**config.mk**
```make
export PLATFORM = sky130hd
export DESIGN_NAME = m68k_region_decoder
export DESIGN_NICKNAME = d
export VERILOG_FILES = /design/src/rtl/m68k_region_decoder.sv
export SDC_FILE = /design/constraint.sdc
export NUM_CORES = 2
export LEC_CHECK = 0
export ABC_AREA = 1
export BUFFER_PORTS_ARGS = -buffer_cell sky130_fd_sc_hd__buf_4
export CORE_ASPECT_RATIO = 0.6
export CORE_UTILIZATION = 60
export CTS_CLUSTER_SIZE = 10
export DETAILED_ROUTE_END_ITERATION = 16
export PLACE_DENSITY = 0.77
export REMOVE_ABC_BUFFERS = 1
export SETUP_SLACK_MARGIN = 0.3
export SYNTH_ARGS = -nofsm -noshare
export SYNTH_HDL_FRONTEND = slang
export SYNTH_SLANG_ARGS = --single-unit
```
**constraint.sdc**
```tcl
create_clock -name clk -period 3.45 [get_ports clk]
set_clock_uncertainty 0.15 [all_clocks]
set_input_delay 0.69 -clock clk [delete_from_list [all_inputs] [get_ports clk]]
set_output_delay 0.69 -clock clk [all_outputs]
set_load 0.01 [all_outputs]
```
**src/rtl/m68k_region_decoder.sv**
```systemverilog
// Table-driven 68000 region decoder: one-hot selects, DTACK after per-region waits, BERR on timeout.
// Latency: selects 1 edge after the strobe sample, DTACK W edges later. Holds outputs until the CPU drops AS.
// Optional macro DECODER_OVERLAP_CHECK_EN builds the sticky multi_hit overlap detector.
module m68k_region_decoder #(
    parameter int NUM_REGIONS = 24,
    parameter int ADDR_W      = 24,
    parameter int WAIT_W      = 4,
    parameter int TIMEOUT     = 64
) (
    input  logic                   clk,
    input  logic                   reset,
    input  logic                   cfg_we,
    input  logic [4:0]             cfg_idx,
    input  logic [ADDR_W-1:0]      cfg_base,
    input  logic [4:0]             cfg_width,
    input  logic [WAIT_W-1:0]      cfg_wait,
    input  logic                   cfg_en,
    input  logic [ADDR_W-1:0]      cpu_a,
    input  logic                   cpu_as_n,
    output logic [NUM_REGIONS-1:0] region_cs,
    output logic [4:0]             hit_idx,
    output logic                   dtack_n,
    output logic                   berr_n,
    output logic                   multi_hit
);

    localparam int TO_W  = $clog2(TIMEOUT);
    localparam int CNT_W = (WAIT_W > TO_W) ? WAIT_W : TO_W;

    typedef enum logic [1:0] {S_IDLE, S_WAIT, S_ACK, S_MISS} state_t;

    logic [ADDR_W-1:0] base_r  [NUM_REGIONS];
    logic [4:0]        width_r [NUM_REGIONS];
    logic [WAIT_W-1:0] wait_r  [NUM_REGIONS];
    logic              en_r    [NUM_REGIONS];

    always_ff @(posedge clk) begin
        if (reset) begin
            for (int i = 0; i < NUM_REGIONS; i++) begin
                base_r[i]  <= '0;
                width_r[i] <= '0;
                wait_r[i]  <= '0;
                en_r[i]    <= 1'b0;
            end
        end else if (cfg_we && (32'(cfg_idx) < NUM_REGIONS)) begin
            base_r[cfg_idx]  <= cfg_base;
            width_r[cfg_idx] <= cfg_width;
            wait_r[cfg_idx]  <= cfg_wait;
            en_r[cfg_idx]    <= cfg_en;
        end
    end

    // Decode against the table as it stands at the sampling edge, so a
    // same-edge table write cannot affect the cycle being sampled.
    logic [NUM_REGIONS-1:0] match;
    logic [ADDR_W-1:0]      mask;

    always_comb begin
        match = '0;
        mask  = '0;
        for (int i = 0; i < NUM_REGIONS; i++) begin
            mask = (32'(width_r[i]) >= ADDR_W) ? '0 : ({ADDR_W{1'b1}} << width_r[i]);
            match[i] = en_r[i] && ((cpu_a & mask) == (base_r[i] & mask));
        end
    end

    logic              dec_hit;
    logic [4:0]        dec_idx;
    logic [WAIT_W-1:0] dec_wait;

    always_comb begin
        dec_hit  = 1'b0;
        dec_idx  = '0;
        dec_wait = '0;
        for (int i = NUM_REGIONS - 1; i >= 0; i--) begin
            if (match[i]) begin
                dec_hit  = 1'b1;
                dec_idx  = 5'(i);
                dec_wait = wait_r[i];
            end
        end
    end

    logic              as_q;
    logic              hit_q;
    logic [4:0]        idx_q;
    logic [WAIT_W-1:0] wait_q;

    always_ff @(posedge clk) begin
        if (reset) begin
            as_q   <= 1'b1;
            hit_q  <= 1'b0;
            idx_q  <= '0;
            wait_q <= '0;
        end else begin
            as_q   <= cpu_as_n;
            hit_q  <= dec_hit;
            idx_q  <= dec_idx;
            wait_q <= dec_wait;
        end
    end

`ifdef DECODER_OVERLAP_CHECK_EN
    logic multi_q;
    logic multi_r;
    logic multi_nxt;

    always_ff @(posedge clk) begin
        if (reset) begin
            multi_q <= 1'b0;
            multi_r <= 1'b0;
        end else begin
            multi_q <= |(match & (match - NUM_REGIONS'(1)));
            multi_r <= multi_nxt;
        end
    end

    assign multi_hit = multi_r;
`else
    assign multi_hit = 1'b0;
`endif

    state_t                 state, state_nxt;
    logic [CNT_W-1:0]       cnt, cnt_nxt;
    logic [NUM_REGIONS-1:0] cs_nxt;
    logic [4:0]             idx_nxt;
    logic                   dtack_nxt;
    logic                   berr_nxt;

    always_ff @(posedge clk) begin
        if (reset) begin
            state     <= S_IDLE;
            cnt       <= '0;
            region_cs <= '0;
            hit_idx   <= '0;
            dtack_n   <= 1'b1;
            berr_n    <= 1'b1;
        end else begin
            state     <= state_nxt;
            cnt       <= cnt_nxt;
            region_cs <= cs_nxt;
            hit_idx   <= idx_nxt;
            dtack_n   <= dtack_nxt;
            berr_n    <= berr_nxt;
        end
    end

    always_comb begin
        state_nxt = state;
        cnt_nxt   = cnt;
        cs_nxt    = region_cs;
        idx_nxt   = hit_idx;
        dtack_nxt = dtack_n;
        berr_nxt  = berr_n;
`ifdef DECODER_OVERLAP_CHECK_EN
        multi_nxt = multi_r;
`endif
        if (state == S_IDLE) begin
            if (!as_q) begin
`ifdef DECODER_OVERLAP_CHECK_EN
                multi_nxt = multi_r | multi_q;
`endif
                if (hit_q) begin
                    cs_nxt  = NUM_REGIONS'(1) << idx_q;
                    idx_nxt = idx_q;
                    cnt_nxt = CNT_W'(wait_q);
                    if (wait_q == '0) begin
                        state_nxt = S_ACK;
                        dtack_nxt = 1'b0;
                    end else begin
                        state_nxt = S_WAIT;
                    end
                end else begin
                    state_nxt = S_MISS;
                    cnt_nxt   = '0;
                end
            end
        end else if (as_q) begin
            // Strobe released: abandon whatever phase we are in.
            state_nxt = S_IDLE;
            cnt_nxt   = '0;
            cs_nxt    = '0;
            idx_nxt   = '0;
            dtack_nxt = 1'b1;
            berr_nxt  = 1'b1;
        end else begin
            case (state)
                S_WAIT: begin
                    if (cnt == CNT_W'(1)) begin
                        state_nxt = S_ACK;
                        dtack_nxt = 1'b0;
                    end else begin
                        cnt_nxt = cnt - CNT_W'(1);
                    end
                end
                S_MISS: begin
                    // berr_n low marks the terminal hold inside MISS.
                    if (berr_n) begin
                        if (cnt == CNT_W'(TIMEOUT - 2)) begin
                            berr_nxt = 1'b0;
                        end else begin
                            cnt_nxt = cnt + CNT_W'(1);
                        end
                    end
                end
                default: begin
                end
            endcase
        end
    end

endmodule

```
After elaboration in Yosys (flattened, before gate mapping)
Memory sizes are Yosys's and may differ from the RTL's.
Cells that the tools add are included.
{"block": "totals", "ff_bits": 50, "ram_bits": 816, "input_bits": 67, "out_inout_bits": 32, "mem_count": 4}
{"memory": "base_r", "words": 24, "word_bits": 24, "read_ports": 24, "rd_clocked_by_memory_dff": 0, "write_ports": 24, "line_no": "32", "source": "logic [ADDR_W-1:0] base_r [NUM_REGIONS];"}
{"memory": "width_r", "words": 24, "word_bits": 5, "read_ports": 24, "rd_clocked_by_memory_dff": 0, "write_ports": 24, "line_no": "33", "source": "logic [4:0] width_r [NUM_REGIONS];"}
{"memory": "wait_r", "words": 24, "word_bits": 4, "read_ports": 24, "rd_clocked_by_memory_dff": 0, "write_ports": 24, "line_no": "34", "source": "logic [WAIT_W-1:0] wait_r [NUM_REGIONS];"}
{"memory": "en_r", "words": 24, "word_bits": 1, "read_ports": 24, "rd_clocked_by_memory_dff": 0, "write_ports": 24, "line_no": "35", "source": "logic en_r [NUM_REGIONS];"}
{"block": "classes", "n_addsub": 2, "order_cmp": 25, "n_eq_ne": 34, "n_shift": 25, "mux": 146, "bitwise": 49, "n_reduce_logical": 47}
{"cell": "$and A24 B24 Y24", "n": 48}
{"cell": "$mux W24", "n": 29}
{"cell": "$eq A24 B24 Y1", "n": 24}
{"cell": "$shl A24 B5 Y24 const A", "n": 24}
{"cell": "$mux W4", "n": 34}
{"cell": "$ge A5 B5 Y1 const B", "n": 24}
{"cell": "$mux W5", "n": 17}
{"cell": "$mux W1", "n": 46}
{"cell": "$mux W6", "n": 6}
{"cell": "$logic_and A1 B1 Y1", "n": 25}
{"cell": "$reduce_or A24 Y1", "n": 1}
{"cell": "$shl A1 B5 Y24 const A", "n": 1}
{"cell": "$mux W2", "n": 9}
{"cell": "$reduce_or A17 Y1", "n": 1}
{"cell": "$mux W3", "n": 4}
{"cell": "$ne A4 B4 Y1 const B", "n": 3}
{"cell": "$pmux W6 S2", "n": 1}
{"cell": "$reduce_and A5 Y1", "n": 2}
{"cell": "$reduce_or A5 Y1", "n": 2}
{"cell": "$reduce_or A9 Y1", "n": 1}
{"cell": "$add A6 B1 Y6 const B", "n": 1}
{"cell": "$eq A6 B1 Y1 const B", "n": 1}
{"cell": "$eq A6 B6 Y1 const B", "n": 1}
{"cell": "$reduce_and A3 Y1", "n": 2}
{"cell": "17 further kinds", "n": 21}

Depth between registers and ports, before layout
An unclocked memory read counts as a cell.
{"block": "logic_depth", "ltp_word": 30, "ltp_mapped": 34, "depth_no_buf": 33}

Worst setup path after synthesis
OpenSTA, ideal clock, no wires.
{"block": "synth_timing", "path_kind": "in2reg", "from": "input reset", "to": "memory base_r[15][0] (enable)", "arrival_ns": 2.717, "required_ns": 2.908, "path_slack_ns": 0.191, "cell_stages": 7, "n_path_buf": 2, "cell_sequence": "clkbuf_1 -> inv_1 -> o211ai_1 -> nor3_1 -> nand2_1 -> clkbuf_1 -> nand2_1"}
{"item": "from (decl)", "line_no": "11", "source": "input logic reset,"}
{"item": "to (decl)", "line_no": "32"}

==> metrics.md <==
| Metric | Value |
|---|---|
| Status | `finished clean` |
| Drt pass-1 iters | `6` |
| Antenna violations before repair | `6` |
| Arr. time, crit path | `3.63 ns` |
| DRC viols | `0` |
| Actual slew at the worst max-slew pin | `1.14 ns` |
| Xor-xnor portion of the synthesized cell area | `0.0905` |
| Syn Area/Cell | `9.61 sq um` |
| Global-route wire length before repair | `210000 microns` |
| Flop pwr share | `0.492` |
| WL/cell | `~25 microns` |
| DRT iter0 DRCs | `6027` |
| Pint | `0.0185 W` |
| Post-Syn Area | `roughly 44000 sq um` |
| Fillers | `5246` |
| CTS H-Tree Depth | `3` |
| Register bit total from synthesis | `866` |
| Most used DFF post-synth | `edfxtp_1` |
| DIE HEIGHT | `212 microns` |
| Gr usage total | `0.392` |
| Kind of critical path | `flop to flop` |
| Site Rows | `76` |
| Total clock buffers created by CTS | `96` |
| Nets | `about 5000` |
| Hold path start | `cpu_as_n` |
| Slew Limit Headroom | `0.240` |
| Clock slew at reported path FFs | `0.06 ns` |
| CTS tree | `yes` |
| CTS Sinks | `866` |
| Comb pwr share | `0.147` |
| Number of global-route vias before repair | `~33000` |
| Detailed Route WL | `146000 microns` |
| Root buffer cell | `clkbuf_16` |
| Simple-gate share of the synthesized area | `0.202` |
| Top Ports | `99` |
| Synthesis Warnings | `0` |
| Reg2Reg Depth | `25` |
| Library cells used by synthesis | `73` |
| Mux share of post-synthesis cell area | `0.000228` |
| Largest family of logic cells by synthesized area | `simple AND/OR/NAND/NOR gates` |
| Vias | `35900` |
| Static leakage | `between 20 and 25 nW` |
| R2r setup slk | `0.24 ns` |
| Port Buffers | `97` |
| Max-slew violation count | `0` |
| Initial Util | `0.610` |
| Max cap viols | `0` |
| Compound-gate portion of the synthesized area | `0.0690` |
| Synth Area in Adders | `0.00313` |
| Clk pwr share | `0.360` |
| CORE AREA | `72200 sq um` |
| Overflow after GRT | `0` |
| Worst setup SP type | `flop` |
| Post-synthesis instance total | `4577` |
| Hold crit path type | `input pin to flop` |
| Final hold slack | `0.0533 ns` |
| Worst hold stages | `2` |
| Final hold viol count | `0` |
| PD cells | `503 nW/um^2` |
| Layout cell share with drive strength beyond 1 | `0.135` |
| Placer congestion estimate | `1.01` |
| Skew-Pair Late Insertion Delay | `a little under 0.7 ns` |
| Clock Path Buffers | `3` |
| Worst vdd rail ir drop | `467 uV` |
| Worst hold endpoint | `as_q` |
| CP Launch Point | `width_r[15][1]` |
| Worst Setup End Kind | `flop` |
| Fmax | `around 310 MHz` |
| R2R Path End | `wait_q[0]` |
| Critical Path Fanout Max | `6` |
| Req. time, crit path | `between 3 and 4 ns` |
| Final setup viols | `0` |
| Antenna viol nets, final | `0` |
| Period utilisation layout | `0.930` |
| Pin count of the biggest net entering global routing | `36` |
| RSZ-0062 raised after global routing | `true` |
| Register area share after synthesis | `0.580` |
| Hold-fix buffer count after cts | `0` |
| Final setup TNS | `0 ns` |
| Async S/R FF share, synth | `0` |
| Post-synth EDFFs | `816` |
| Hpwl dp | `~91000 microns` |
| Fin crit period | `3.21 ns` |
| Die span in x | `352 microns` |
| Area delta synth->final | `14.7%` |
| Sw frac | `0.272` |
| Crit Reg-Reg Startpoint | `width_r[15][1]` |
| NetSw | `0.00691 W` |
| Die ar. | `74400 sq um` |
| Vias per cell | `6.12` |
-- power groups by stage --
stage          clock network (W)  logic [W]  registers, W
2_1_floorplan                  0    0.00195        0.0126
3_3_place_gp                   0    0.00345        0.0127
3_5_place_dp                   0    0.00349        0.0127
4_1_cts                  0.00914    0.00354        0.0125
5_1_grt                  0.00953    0.00398        0.0126
6_report                 0.00916    0.00374        0.0125
-- flip-flops by register name (all words and copies together), names as in the netlist, 2 cells and up --
| signal | cells |
|---|---|
| base_r | 576 |
| cnt | 6 |
| en_r | 24 |
| hit_idx | 5 |
| idx_q | 5 |
| region_cs | 24 |
| state | 2 |
| wait_q | 4 |
| wait_r | 96 |
| width_r | 120 |
-- area by class of cell --
| type | count | area, sq um | share of cell area |
|---|---|---|---|
| clock inverter | 4 | 38.8 | 0.000769 |
| inverter | 310 | 1170 | 0.0232 |
| timing repair buffer | 419 | 3690 | 0.0732 |
| multi-input combinational | 3155 | 16200 | 0.322 |
| antenna | 4 | 10.0 | 0.000198 |
| sequential | 866 | 25500 | 0.505 |
| clock buffer | 130 | 2570 | 0.0510 |
| tap | 975 | 1220 | 0.0242 |
-- logic make-up after synthesis --
kind of cell    Yosys count
flops                   866
compound gates          519
fa+ha+maj                11
simple gates           2170
xor+xnor                453
mux                       1
other cells               1
buf+inv                 556
-- worst max path at each step --
stage                          to  slack [ns]
floorplan           base_r[10][0]       -0.40
global placement        wait_q[2]       -0.12
detailed placement      wait_q[2]       -0.18
CTS                     wait_q[0]        0.30
global route            wait_q[0]        0.04
finish                  wait_q[0]        0.24
-- placed cells by master (no fill, tap or decap), types with 11 or more instances in the layout --
cell type | synthesis | layout
nand3_2 | 9 | 13
clkbuf_16 | 0 | 98
o31ai_1 | 11 | 11
o22ai_1 | 19 | 19
inv_2 | 11 | 16
xnor2_1 | 245 | 245
dfxtp_1 | 50 | 50
or2_2 | 29 | 29
nand2_1 | 754 | 728
or2_1 | 19 | 19
nor3_1 | 33 | 33
edfxtp_1 | 816 | 816
xor2_1 | 206 | 206
nand2_2 | 7 | 28
a21oi_1 | 149 | 147
inv_1 | 292 | 286
o21ai_0 | 175 | 170
nor2_1 | 1081 | 1069
nor4_1 | 13 | 13
nand3_1 | 151 | 145
o21ai_1 | 38 | 40
nand4_1 | 30 | 30
o211ai_1 | 21 | 21
nor2_2 | 5 | 12
clkbuf_1 | 157 | 32
a22oi_1 | 17 | 17
a31oi_1 | 21 | 21
buf_4 | 38 | 368
buf_12 | 0 | 42
ha_1 | 11 | 11
-- worst max-delay path, stage by stage (launching register included) --
cell and delay (ns):
edfxtp_1 0.47, nand2_1 0.15, clkinv_1 0.13, nand2_1 0.08, o21ai_0 0.29, o211ai_1 0.14, o21ai_1 0.15, nand2_1 0.06
nand2_1 0.11, nand4_1 0.29, nand2_2 0.23, nor2_1 0.06, nand2_1 0.07, nand2_1 0.05, nand2_1 0.06, nand2_1 0.06
nand2_1 0.06, nand2_1 0.04, nand2_1 0.07, nand2_1 0.05, nand2_1 0.06, nand2_1 0.04, nand2_1 0.07, nand2_1 0.05
nand2_1 0.07, nand2_1 0.05
-- repair_timing --
action,4_1_cts,5_1_grt
gates resized for setup,1,79
setup endpoints to repair,3,9
pin swaps,0,45
endpoints found under the hold margin,0,0
buffers inserted,2,42
-- routing by layer --
layer / vias up / part of all wire / GRT usage
met5: - / 0 / 0
met4: 0 / 0.055 / 0.181
met3: 472 / 0.16 / 0.114
met2: 2794 / 0.41 / 0.554
met1: 16900 / 0.37 / 0.558
li1: 15700 / - / -
-- cell usage after synthesis, drive strengths merged, types with 4 or more instances --
| cell type | instances | area share |
|---|---|---|
| nand4 | 33 | 0.0051 |
| a21oi | 152 | 0.018 |
| a211oi | 9 | 0.0015 |
| nand3b | 9 | 0.0015 |
| xor2 | 206 | 0.041 |
| dfxtp | 50 | 0.023 |
| clkbuf | 157 | 0.013 |
| clkinv | 7 | 0.00063 |
| buf | 89 | 0.016 |
| nor3b | 10 | 0.0018 |
| nand3 | 161 | 0.020 |
| a221oi | 7 | 0.0014 |
| nor2 | 1087 | 0.093 |
| a2111oi | 4 | 0.00080 |
| a31oi | 21 | 0.0030 |
| o221ai | 5 | 0.0010 |
| nor4 | 15 | 0.0024 |
| inv | 303 | 0.026 |
| o31ai | 12 | 0.0022 |
| xnor2 | 247 | 0.050 |
| edfxtp | 816 | 0.56 |
| a21boi | 4 | 0.00068 |
| ha | 11 | 0.0031 |
| o21ai | 215 | 0.025 |
| nand2 | 761 | 0.065 |
| o211ai | 21 | 0.0036 |
| o22ai | 19 | 0.0027 |
| o2111ai | 8 | 0.0016 |
| a22oi | 18 | 0.0032 |
| o21a | 5 | 0.00085 |
| nor3 | 34 | 0.0040 |
| or2 | 56 | 0.0080 |
-- through the flow --
step / utilization / std cells / worst slack [ns] / total power [W] / area (sq um)
4_1_cts: 0.691 / 5817 / 0.304 / 0.0252 / 49900
3_3_place_gp: 0.655 / 5681 / -0.125 / 0.0161 / 47300
2_1_floorplan: - / 4331 / -0.399 / 0.0146 / 42700
5_1_grt: 0.699 / 5859 / 0.0433 / 0.0261 / 50400
3_5_place_dp: 0.655 / 5681 / -0.176 / 0.0162 / 47300
6_report: 0.699 / 5863 / 0.240 / 0.0254 / 50500
Power figures use the tool's default switching activity.
